File: config.mk
export PLATFORM = sky130hd
export DESIGN_NAME = pipe_ctrl
export DESIGN_NICKNAME = d
export VERILOG_FILES = /design/src/rtl/pipe_ctrl_pkg.sv /design/src/rtl/pipe_ctrl_div_seq.sv /design/src/rtl/pipe_ctrl.sv
export SDC_FILE = /design/constraint.sdc
export NUM_CORES = 1
export LEC_CHECK = 0
export ABC_AREA = 1
export CAP_MARGIN = 20
export CORE_ASPECT_RATIO = 0.6
export CORE_MARGIN = 2
export CORE_UTILIZATION = 41
export CTS_CLUSTER_DIAMETER = 60
export DETAILED_ROUTE_END_ITERATION = 8
export GPL_ROUTABILITY_DRIVEN = 0
export PLACE_DENSITY = 0.88
export SLEW_MARGIN = 20
export SYNTH_ARGS = -nofsm -noshare
export SYNTH_HDL_FRONTEND = slang
export SYNTH_SLANG_ARGS = --single-unit
File: constraint.sdc
create_clock -name clk -period 1.8 [get_ports clk]
set_clock_uncertainty 0.1 [all_clocks]
set_input_delay 0.27 -clock clk [delete_from_list [all_inputs] [get_ports clk]]
set_output_delay 0.27 -clock clk [all_outputs]
set_load 0.03 [all_outputs]
File: src/rtl/pipe_ctrl_pkg.sv
// Shared definitions for the pipeline controller: stall bus type, stage
// indices and the divider / trap sequencer state encodings.
package pipe_ctrl_pkg;

  localparam int unsigned STALL_BUS_W = 7;
  typedef logic [STALL_BUS_W-1:0] stall_bus_t;

  typedef enum logic [2:0] {
    ST_PC   = 3'd0,
    ST_IF1  = 3'd1,
    ST_IF2  = 3'd2,
    ST_ID   = 3'd3,
    ST_EX   = 3'd4,
    ST_MEM1 = 3'd5,
    ST_MEM2 = 3'd6
  } stage_e;

  typedef enum logic [1:0] {
    D_IDLE,
    D_BUSY,
    D_LAST
  } div_state_e;

  typedef enum logic [1:0] {
    T_RUN,
    T_FLUSH,
    T_WAIT
  } trap_state_e;

  // Stages 0..top hold; the stage after top receives a bubble.
  function automatic stall_bus_t hold_through(input stage_e top);
    stall_bus_t m;
    m = '0;
    for (int unsigned i = 0; i < STALL_BUS_W; i++) begin
      if (i <= int'(top)) m[i] = 1'b1;
    end
    return m;
  endfunction

endpackage

File: src/rtl/pipe_ctrl_div_seq.sv
// Iterative-divider sequencer: keeps EX occupied for one divide and paces
// the divider iterations, freezing the step count while the dcache stalls.
module div_seq
  import pipe_ctrl_pkg::*;
#(
  parameter int unsigned DIV_LAT = 33,
  parameter int unsigned CNT_W   = 6
) (
  input  logic clk,
  input  logic rst_n,
  input  logic start,
  input  logic abort,
  input  logic hold,
  output logic busy,
  output logic step,
  output logic last
);

  div_state_e       state;
  logic [CNT_W-1:0] cnt;

  always_ff @(posedge clk) begin
    if (!rst_n || abort) begin
      state <= D_IDLE;
      cnt   <= '0;
      busy  <= 1'b0;
      step  <= 1'b0;
      last  <= 1'b0;
    end else begin
      case (state)
        D_IDLE: begin
          if (start) begin
            state <= D_BUSY;
            cnt   <= CNT_W'(DIV_LAT - 1);
            busy  <= 1'b1;
            step  <= 1'b1;
          end
        end
        D_BUSY: begin
          if (!hold) begin
            cnt <= cnt - 1'b1;
            // Busy mask drops with the final step so EX advances right after it.
            if (cnt == CNT_W'(1)) begin
              state <= D_LAST;
              busy  <= 1'b0;
              last  <= 1'b1;
            end
          end
        end
        D_LAST: begin
          state <= D_IDLE;
          step  <= 1'b0;
          last  <= 1'b0;
        end
        default: begin
          state <= D_IDLE;
          busy  <= 1'b0;
          step  <= 1'b0;
          last  <= 1'b0;
        end
      endcase
    end
  end

endmodule

File: src/rtl/pipe_ctrl.sv
// Central controller for the 7-stage pipeline: stall vector from hazard
// masks, divider sequencing and the trap flush / redirect handshake.
module pipe_ctrl
  import pipe_ctrl_pkg::*;
#(
  parameter int unsigned STALL_W = 7,
  parameter int unsigned DIV_LAT = 33,
  parameter int unsigned CNT_W   = 6
) (
  input  logic               clk,
  input  logic               rst_n,
  input  logic               id_valid,
  input  logic [4:0]         id_rs1,
  input  logic [4:0]         id_rs2,
  input  logic               id_use_rs1,
  input  logic               id_use_rs2,
  input  logic               ex_load,
  input  logic [4:0]         ex_rd,
  input  logic               mem1_load,
  input  logic [4:0]         mem1_rd,
  input  logic               ex_div_start,
  input  logic               icache_stall,
  input  logic               dcache_stall,
  input  logic               trap_req,
  input  logic [31:0]        trap_pc,
  input  logic               redirect_ack,
  output logic [STALL_W-1:0] stall,
  output logic               flush,
  output logic               redirect_e,
  output logic [31:0]        redirect_pc,
  output logic               div_step,
  output logic               div_last
);

  trap_state_e trap_state;
  logic        live;
  logic        pc_hold;
  logic        div_busy;
  logic        div_abort;
  logic        rs1_hit;
  logic        rs2_hit;
  logic        load_use;
  stall_bus_t  stall_bus;

  // Masks from stage registers are unknown until one clean cycle after reset.
  always_ff @(posedge clk) begin
    if (!rst_n) live <= 1'b0;
    else        live <= 1'b1;
  end

  always_ff @(posedge clk) begin
    if (!rst_n) begin
      trap_state  <= T_RUN;
      redirect_pc <= '0;
      flush       <= 1'b0;
      redirect_e  <= 1'b0;
      pc_hold     <= 1'b0;
    end else begin
      case (trap_state)
        T_RUN: begin
          if (trap_req) begin
            trap_state  <= T_FLUSH;
            redirect_pc <= trap_pc;
            flush       <= 1'b1;
            redirect_e  <= 1'b1;
          end
        end
        T_FLUSH: begin
          flush <= 1'b0;
          if (redirect_ack) begin
            trap_state <= T_RUN;
            redirect_e <= 1'b0;
          end else begin
            trap_state <= T_WAIT;
            pc_hold    <= 1'b1;
          end
        end
        T_WAIT: begin
          if (redirect_ack) begin
            trap_state <= T_RUN;
            redirect_e <= 1'b0;
            pc_hold    <= 1'b0;
          end
        end
        default: begin
          trap_state <= T_RUN;
          flush      <= 1'b0;
          redirect_e <= 1'b0;
          pc_hold    <= 1'b0;
        end
      endcase
    end
  end

  // A divide in flight is killed by the trap that will flush it.
  assign div_abort = (trap_state == T_RUN && trap_req) || trap_state == T_FLUSH;

  div_seq #(
    .DIV_LAT (DIV_LAT),
    .CNT_W   (CNT_W)
  ) u_div_seq (
    .clk   (clk),
    .rst_n (rst_n),
    .start (ex_div_start),
    .abort (div_abort),
    .hold  (dcache_stall),
    .busy  (div_busy),
    .step  (div_step),
    .last  (div_last)
  );

  assign rs1_hit = id_use_rs1 && (id_rs1 != '0) &&
                   ((ex_load && ex_rd == id_rs1) || (mem1_load && mem1_rd == id_rs1));
  assign rs2_hit = id_use_rs2 && (id_rs2 != '0) &&
                   ((ex_load && ex_rd == id_rs2) || (mem1_load && mem1_rd == id_rs2));
  assign load_use = id_valid && (rs1_hit || rs2_hit);

  always_comb begin
    stall_bus = '0;
    if (pc_hold)      stall_bus = stall_bus | hold_through(ST_PC);
    if (icache_stall) stall_bus = stall_bus | hold_through(ST_IF1);
    if (load_use)     stall_bus = stall_bus | hold_through(ST_ID);
    if (div_busy)     stall_bus = stall_bus | hold_through(ST_EX);
    if (dcache_stall) stall_bus = stall_bus | hold_through(ST_MEM1);
    if (flush || !live) stall_bus = '0;
  end

  assign stall = stall_bus;

endmodule

==> metrics list, run 1 <==
- Wire length of the first global-routing pass: ~11 mm
* Count of endpoints failing setup in the final report: 0
* Critical Path Sink Type: output pin
- Most instantiated library cell after synthesis: sky130_fd_sc_hd__nor2_1
- Final-report hold violation count: 0
* Gate Count Post-Synth: 360
- In this run the count of I/O pins placed on the die edge is 107.
- By area the synthesized netlist is led by sky130_fd_sc_hd__dfxtp_1, sky130_fd_sc_hd__nor2_1, sky130_fd_sc_hd__nand2_1.
* Synth-to-Final Area Change: 51.41%
* Worst hold slack: about 360 ps
- Across every metal layer, demand over resource in global routing totals 0.2197.
* Sinks on the clock net: between 40 and 50
- Relative contribution of sequential cells to total power: 0.400
- CP Data Required Time: about 1400 ps
- The worst path meets setup with approximately 61 ps of slack.
- Mean instance size in the synthesized netlist: between 6 and 7 um^2
* Pin count of the biggest net entering global routing: 35
* Vias per cell: roughly 4.8
- Met2 track demand over resource: 0.3610
- After clock tree synthesis, the clock-pin slew on the worst setup and hold paths is roughly 90 ps.
- Max-Cap Viols: 0
- The critical path goes through clkdlybuf4s50_1 -> nor2_2 -> nor2_4 -> inv_1 -> nand4_1 -> buf_6.
* Number of global-route vias before repair: around 2,500
* Area of the die: ~6400 um^2
- The tree is rooted in a sky130_fd_sc_hd__clkbuf_8.
- Layout filler cell count: 472
* H-tree depth reported by CTS: 2
* Highest clock rate: about 0.58 GHz
* Final routed wirelength across all metal layers: 6.905 mm
* Count of TritonRoute iterations in the first routing pass: 7
- Number of cell instances on the worst register-to-register path: 8
- Share of synthesized registers carrying an async set or reset: 0
* Critical path type: input port to output pin
* Post-synthesis sequential element count: approximately 50
* Clock buffer count from CTS: 5
* Number of antenna-violating nets in the routed design: 0
- The number of hold buffers added after CTS was 0.
* Maximum resistive drop on vdd: between 400 and 500 uV
* Internal power consumption: between 2000 and 2500 uW
- DRC errors left: 0
- For met3 alone, demand over resource in global routing was 0.06600.
* Total number of nets in the final design: ~540
* Standard cell area after detailed placement: 3495 um^2
- Fin crit share: 0.9659
- RR Endpoint: u_div_seq.last
- Routed wirelength normalized by instance count: 12.62 um
- In the synthesized netlist the dominant register cell turns out to be sky130_fd_sc_hd__dfxtp_1.
* Tmin final: around 1700 ps
* Deepest clock path buffer count: 2
- In the global route stage, met1 resource usage came out at 0.2769.
* Postcts setup bufs: 0
- The share of the Yosys chip area taken by registers is 0.4172.
* Endpoint of the worst hold-timing path: pc_hold
- sky130_fd_sc_hd__dfxtp_1 takes more of the synthesized area than any other cell.
- Clock network fraction of design power: 0.258
- The share of total power dissipated in combinational logic is 0.342.
- Final instance area: between 3000 and 4000 um^2
* Leakage power: between 0.0015 and 0.002 uW
- Number of antenna violations at the first check in global routing: 0
- The routed layout has between 2,000 and 3,000 vias.
- At the placement stage, the worst setup path has a slack of -306.1 ps.
- The share of synthesized area in the top cell type comes to 0.4172.
* Clock insertion delay at the later pin of the skew report: 310 ps
- After floorplanning, the core was divided into 21 placement rows.
- In this run, the number of DRC markers left after iteration 0 of detailed routing was 155.
* Die height: 62.66 um
* Register-to-register setup slack: approximately 160 ps
- Setup repair after global routing could not meet its margin everywhere.
* Core footprint: 5544 um^2
- Reg-to-reg critical path startpoint: trap_state[0]
- The worst setup path is launched from an input port.
- The worst hold path passes through 2 cells.
* Sw frac: 0.3372
- In this run, synthesis inferred 0 flip-flops with an integrated enable.
- TritonCTS built the clock tree.
- Along the worst path, the maximum fanout reaches 3.
* Total nets after synthesis: about 430
- Worst hold path type: flop to flop
* Starting density of the core: 0.4241
* DPL Wire Length: between 5 and 6 mm
* Result of the run: completed
- IO Port Bufs: ~110
- Once layout is complete, the utilization of the core stands at 0.6421.
* Switching power total: between 1000 and 1500 uW
- Arrival time of data at the critical path endpoint: roughly 1400 ps
* Final Max Tran Viols: 0
- Slowest cell on crit path: sky130_fd_sc_hd__clkdlybuf4s50_1
* Delay of the slowest critical-path stage: about 460 ps
- Startpoint of the tightest hold check path: pc_hold
- The repair_antennas step left the layout with diodes totalling 0.
- Post-synthesis instance area: between 2000 and 2500 um^2
* Count of synthesis-stage warnings from yosys: 0
- Busiest grt layer: met2
* Count of different cell masters after synthesis: 21
- In the synthesized netlist, the cells that appear most often are sky130_fd_sc_hd__nor2_1, sky130_fd_sc_hd__nand2_1, sky130_fd_sc_hd__dfxtp_1, sky130_fd_sc_hd__inv_1, sky130_fd_sc_hd__o21ai_0.
- Remaining Overflow, GRT: 0
- Power density over the cells: slightly below 900 nW/um^2
- Of the cells placed in the final design, the portion with a size suffix greater than 1 is 0.1499.
- In this run the horizontal extent of the chip is between 100 and 150 um.
==> kinds of logic (layout without fill, tap and decap cells) <==
family / count (synthesis) / after routing / synth area share
and+or+nand+nor: 189 / 189 / 0.3204
DFF: 49 / 49 / 0.4172
other: 1 / 1 / 0.001595
buffers and inverters: 57 / 164 / 0.09579
xor gates and xnor gates: 3 / 3 / 0.01118
AOI/OAI and AO/OA: 56 / 56 / 0.1272
adders and majority gates: 5 / 5 / 0.02661
==> routing by layer <==
metal | wire length (um) | up-vias
met5 | 0 | -
met4 | 102 | 0
met3 | 541 | 11
met2 | 3276 | 103
met1 | 2984 | 1182
li1 | - | 1321
==> power by group through the flow <==
stage | Sequential (uW) | Clock [uW] | Combinational [uW]
4_1_cts | 1270 | 838 | 1080
2_1_floorplan | 1470 | 0 | 429
6_report | 1270 | 823 | 1090
3_3_place_gp | 1290 | 0 | 1050
3_5_place_dp | 1290 | 0 | 1080
5_1_grt | 1290 | 885 | 1180
==> layout make-up <==
type / instances / area, um^2 / share of cell area
tap: 80 / 100.1 / 0.02812
multi-input combinational: 254 / 1185 / 0.3329
clock buffer: 6 / 82.58 / 0.02320
sequential: 49 / 980.9 / 0.2756
inverter: 46 / 172.7 / 0.04851
timing repair buffer: 110 / 1001 / 0.2812
clock inverter: 2 / 37.54 / 0.01054
==> layout by cell type, fill, tap and decap left out, types with 2 or more instances in the layout <==
master                            netlist  final
sky130_fd_sc_hd__buf_6                  0      4
sky130_fd_sc_hd__nand3_1                7      7
sky130_fd_sc_hd__nand2_2                0      4
sky130_fd_sc_hd__a21oi_1                9      9
sky130_fd_sc_hd__a211oi_1               4      4
sky130_fd_sc_hd__inv_1                 43     33
sky130_fd_sc_hd__nor2_1                98     90
sky130_fd_sc_hd__ha_1                   5      5
sky130_fd_sc_hd__dfxtp_1               49     49
sky130_fd_sc_hd__buf_4                  2      6
sky130_fd_sc_hd__nor2_4                 0      2
sky130_fd_sc_hd__clkbuf_8               0      6
sky130_fd_sc_hd__clkbuf_2               0     20
sky130_fd_sc_hd__nand4_1                5      5
sky130_fd_sc_hd__nand2_1               75     71
sky130_fd_sc_hd__o21ai_0               40     37
sky130_fd_sc_hd__dlygate4sd2_1          0      2
sky130_fd_sc_hd__inv_2                  3     13
sky130_fd_sc_hd__o21ai_1                0      3
sky130_fd_sc_hd__a21oi_2                2      2
sky130_fd_sc_hd__xor2_1                 3      3
sky130_fd_sc_hd__clkdlybuf4s50_1        0     76
sky130_fd_sc_hd__nor2_2                 2      8
==> timing repair <==
action / CTS / global route
endpoints found under the setup margin: 4 / 5
gates cloned: 0 / 0
resized for setup: 36 / 55
pin swaps: 6 / 15
==> state kept, by name, indices dropped and copies added, names as in the netlist <==
register and flops:
flush 1, pc_hold 1, trap_state 2, u_div_seq.step 1, live 1, u_div_seq.last 1, u_div_seq.state 2, u_div_seq.cnt 6
redirect_e 1, u_div_seq.busy 1, redirect_pc 32
==> through the flow <==
step,power [uW],setup TNS (ps),cells
after floorplan,1903,0,360
after global placement,2339,-1005,539
after detailed placement,2373,-1130,539
after CTS,3186,0,547
after global routing,3356,-35.71,547
final,3185,0,547
==> worst max path at each step <==
stage	startpoint	endpoint	slack (ps)	cells after the start
after floorplan	flush	stall[3]	70	6
after global placement	id_rs2[0]	stall[0]	-260	12
after detailed placement	id_rs1[1]	stall[0]	-310	12
after CTS	id_rs2[2]	stall[0]	10	10
after global routing	live	stall[0]	-30	7
final	dcache_stall	stall[0]	60	6
==> critical path: cells and delay by family <==
kind                   cells  cell delay [ps]
buffers and inverters      3              740
AND/OR/NAND/NOR            3              360
(Power assumes the default switching activity.)
==> run 2, diff against run 1 <==
Settings changed: ABC_AREA 1 to 0, GPL_ROUTABILITY_DRIVEN 0 to 1, PLACE_DENSITY 0.88 to 0.89.
==> run 2 against run 1 <==
The run now ends with negative setup slack left. Worst setup slack got worse by 230 ps. Sequential share of layout area decreased by 0.62 points. Combinational power decreased by 26%. Critical path depth unchanged. Power decreased by 18%. Global-route usage decreased by 1.3 points. Maximum frequency decreased by 11%. Die area decreased by 2.6%. Utilization increased by 2.4 points. Via count decreased by 13%. Largest power group unchanged.
==> metrics list, run 2 <==
- Result of the run: finished with violations (was completed)
* Violations in the final reports: negative setup slack
- Number of global-route vias before repair: 2,172 (was 2,486)
- Overall power: 2626 uW (was 3185 uW)
- Largest driver fanout on the critical path: 3 (unchanged)
- Routed wirelength normalized by instance count: 13.71 um (was 12.62 um)
- The count of yosys warnings during synthesis came to 0 (unchanged).
- Element type at the critical path start: input port (unchanged)
* Clock input transition at the sequential cells of the worst setup and hold paths: 80 ps (was 90 ps)
- Number of antenna-violating nets in the routed design: 0 (unchanged)
- DPL Wire Length: 4.808 mm (was 5.292 mm)
- Fraction of the yosys area taken by sequential cells: 0.4289 (was 0.4172)
- Power density over the cells: 721.0 nW/um^2 (was 894.8 nW/um^2)
- The number of flip-flops in the largest register came to 32 (unchanged).
- Registers with the most flip-flops: redirect_pc x32, u_div_seq.cnt x6 (unchanged)
- Critical Path Sink Type: output pin (unchanged)
- The synthesized area came to 2287 um^2 (was 2351 um^2).
* Mean instance size in the synthesized netlist: 8.347 um^2 (was 6.531 um^2)
* Setup repair after global routing missed its margin: yes (unchanged)
- The launch point of the worst reg-to-reg path was trap_state[0] (unchanged).
* Final routed wirelength across all metal layers: 6.361 mm (was 6.905 mm)
* Vias per cell: 4.879 (was 4.784)
- The pin count of the biggest net entering global routing came to 32 (was 35).
- The critical setup path kind is input port to output pin (unchanged).
* Clock insertion delay at the later pin of the skew report: 290 ps (was 310 ps)
- Max-Cap Viols: 0 (unchanged)
- The total of fill cells in the finished design is 449 (was 472).
- The via count is 2,264 (was 2,617).
- GRT Resource Usage Total: 0.2070 (was 0.2197)
* Clk root buf: sky130_fd_sc_hd__clkbuf_8 (unchanged)
- The final cell count without fillers was 464 (was 547).
- The total CTS buffers came to 5 (unchanged).
- The endpoint arrival time on the critical path is 1590 ps (was 1370 ps).
* Fin crit share: 1.091 (was 0.9659)
- The initial antenna violation count is 0 (unchanged).
* Highest clock rate: 0.5090 GHz (was 0.5751 GHz)
- Top FF cell, synth: sky130_fd_sc_hd__dfxtp_1 (unchanged)
* Count of pins on the block boundary: 107 (unchanged)
- Final Max Tran Viols: 0 (unchanged)
- The peak ir drop on the vdd network is 331.3 uV (was 441.2 uV).
- The number of nets in the synthesized netlist came to 343 (was 429).
- Sequence of cells on the critical path: buf_6 -> or3_4 -> o311a_4 -> a21boi_4 -> a31oi_1 -> buf_4 (was clkdlybuf4s50_1 -> nor2_2 -> nor2_4 -> inv_1 -> nand4_1 -> buf_6)
- Row count: 21 (unchanged)
- Ranking of synthesized cells by instance count: sky130_fd_sc_hd__nand2_1, sky130_fd_sc_hd__dfxtp_1, sky130_fd_sc_hd__a21boi_0, sky130_fd_sc_hd__xnor2_1, sky130_fd_sc_hd__nor2_1 (was sky130_fd_sc_hd__nor2_1, sky130_fd_sc_hd__nand2_1, sky130_fd_sc_hd__dfxtp_1, sky130_fd_sc_hd__inv_1, sky130_fd_sc_hd__o21ai_0).
- The register bank with the most flops is redirect_pc (unchanged).
- Fraction of final layout cells sized beyond drive strength 1: 0.1722 (was 0.1499)
- Synth-to-Final Area Change: 59.24% (was 51.41%)
- Slowest cell on crit path: sky130_fd_sc_hd__or3_4 (was sky130_fd_sc_hd__clkdlybuf4s50_1)
- The die outline width was 100.4 um (was 101.8 um).
- The total congestion overflow is 0 (unchanged).
- The share of the synthesized area in the top cell type was 0.4289 (was 0.4172).
- The number of buffer cells added on primary ports came to 105 (unchanged).
* Launching element of the worst setup path: id_rs2[0] (was dcache_stall)
- Count of placed standard cells including taps: 455 (was 539)
* Post-synth top area cell: sky130_fd_sc_hd__dfxtp_1 (unchanged)
* Gate Count Post-Synth: 274 (was 360)
- The die outline height is 61.86 um (was 62.66 um).
- Final-report hold violation count: 0 (unchanged)
* Leakage power: 0.001444 uW (was 0.001663 uW)
* Diodes inserted: 0 (unchanged)
- Post-synthesis sequential element count: 49 (unchanged)
- The area of the placeable core is 5465 um^2 (was 5544 um^2).
- The number of optimization iterations in the first detailed-route pass came to 4 (was 7).
- The CTS sink count came to 49 (unchanged).
- CP Data Required Time: 1430 ps (about the same)
- DR iter-0 viols: 62 (was 155)
- The full die area is 6212 um^2 (was 6376 um^2).
- The clock tree from TritonCTS was built (unchanged).
- The commonest non-fill, non-tap cell in the layout was sky130_fd_sc_hd__clkdlybuf4s50_1 (was sky130_fd_sc_hd__nor2_1).
- The count of hold buffers inserted by post-cts repair came to 0 (unchanged).
- The start point of the worst min-delay path is redirect_pc[28] (was pc_hold).
- Final Worst Setup Slack: -164.6 ps (was 61.29 ps)
- Number of synthesized flops with an enable pin: 0 (unchanged)
* Weighted congestion at the end of routability-driven global placement: around 0.80
* Dominant cells by area after synthesis: sky130_fd_sc_hd__dfxtp_1, sky130_fd_sc_hd__nand2_1, sky130_fd_sc_hd__a21boi_0 (was sky130_fd_sc_hd__dfxtp_1, sky130_fd_sc_hd__nor2_1, sky130_fd_sc_hd__nand2_1)
- Starting density of the core: 0.4185 (was 0.4241)
- Count of different cell masters after synthesis: 38 (was 21)
- The setup-violating endpoint count in the final report is 4 (was 0).
- The global-route wire length before repair came to 9.936 mm (was 11.09 mm).
- Share of synthesized registers carrying an async set or reset: 0 (unchanged)
- Deepest clock path buffer count: 2 (unchanged)
* Worst hold path type: flop to flop (unchanged)
- DRC errors left: 0 (unchanged)
- The CTS H-tree depth came to 2 (unchanged).
- Most frequent cells in the layout: sky130_fd_sc_hd__clkdlybuf4s50_1, sky130_fd_sc_hd__nand2_1, sky130_fd_sc_hd__dfxtp_1 (was sky130_fd_sc_hd__nor2_1, sky130_fd_sc_hd__clkdlybuf4s50_1, sky130_fd_sc_hd__nand2_1).
- The minimum clock period was 1965 ps (was 1739 ps).
- The layout net count was 463 (was 535).
- The maximum cell stage delay along the critical path came to 380 ps (was 460 ps).
- The most common cell in the netlist was sky130_fd_sc_hd__nand2_1 (was sky130_fd_sc_hd__nor2_1).
run 2: changes by cell type in the layout (fill, tap and decap cells not counted), moves of 5 or more:
cell / delta
sky130_fd_sc_hd__buf_4: +19
sky130_fd_sc_hd__nor2b_1: +5
sky130_fd_sc_hd__nor2_1: -78
sky130_fd_sc_hd__xnor2_1: +18
sky130_fd_sc_hd__clkbuf_2: -7
sky130_fd_sc_hd__a21boi_0: +33
sky130_fd_sc_hd__nand3_1: -6
sky130_fd_sc_hd__inv_2: -13
sky130_fd_sc_hd__nor2_2: -8
sky130_fd_sc_hd__nor3_1: +8
sky130_fd_sc_hd__o21ai_0: -33
sky130_fd_sc_hd__inv_1: -26
run 2: final cells by class:
cell class | count | area [um^2] | share of cell area
multi-input cells | 204 | 1315 | 0.3610
repair buffers | 127 | 1150 | 0.3157
flip-flops and latches | 49 | 980.9 | 0.2693
well taps | 69 | 86.33 | 0.02370
clock buffers | 7 | 76.32 | 0.02096
inverters | 7 | 26.28 | 0.007214
clock inverters | 1 | 7.507 | 0.002061
run 2: critical path: cells and delay by family:
family | cells | cell delay (ps)
AO/OA/AOI/OAI | 3 | 670
buffers and inverters | 2 | 270
AND/OR/NAND/NOR | 1 | 380
run 2: timing repair:
item                                    CTS  global route
endpoints found under the hold margin     0             0
endpoints found under the setup margin    4             7
resized for setup                        71            34
pin swaps                                14            26
setup buffers                             1             1
run 2: layer usage:
| layer | vias to the layer above | share of wire | global-route usage |
|---|---|---|---|
| met5 | - | 0 | 0 |
| met4 | 0 | 0.0086 | 0.06458 |
| met3 | 6 | 0.070 | 0.05817 |
| met2 | 75 | 0.48 | 0.3605 |
| met1 | 1037 | 0.45 | 0.2565 |
| li1 | 1146 | - | - |
run 2: path summary, 6_finish.rpt:
path | endpoint | depth (start not counted) | slack [ps]
setup reg to reg | redirect_pc[17] | 6 | 160
hold / removal | redirect_pc[28] | 2 | 360
setup / recovery | stall[0] | 6 | -160
hold reg to reg | redirect_pc[28] | 2 | 360
run 2: kinds of logic (layout without fill, tap and decap cells):
| family | count (synthesis) | count (layout) | share of synthesized area |
|---|---|---|---|
| compound gates | 57 | 57 | 0.1767 |
| xor+xnor | 24 | 24 | 0.09190 |
| fa+ha+maj | 5 | 5 | 0.02735 |
| buf+inv | 21 | 142 | 0.03938 |
| flops | 49 | 49 | 0.4289 |
| mux | 2 | 2 | 0.008753 |
| other cells | 1 | 1 | 0.001640 |
| simple gates | 115 | 115 | 0.2254 |
run 2: per-stage QoR:
step,hold slack [ps],utilization,setup TNS (ps),area (um^2),setup WS [ps]
global route,393.2,0.6664,-691.3,3642,-193.6
CTS,367.7,0.6641,-586.7,3630,-166.7
global placement,348.3,0.6458,-3475,3530,-876.0
floorplan,197.7,-,-59.71,2291,-37.27
detailed placement,355.7,0.6458,-3799,3530,-934.2
finish,362.6,0.6664,-528.2,3642,-164.6
run 2: power by group:
part	switching, uW	leakage (uW)	internal, uW
Sequential	43.6	0.000402	1160
Combinational	408	0.00100	396
Clock	346	0.0000385	275
Total	797	0.00144	1830
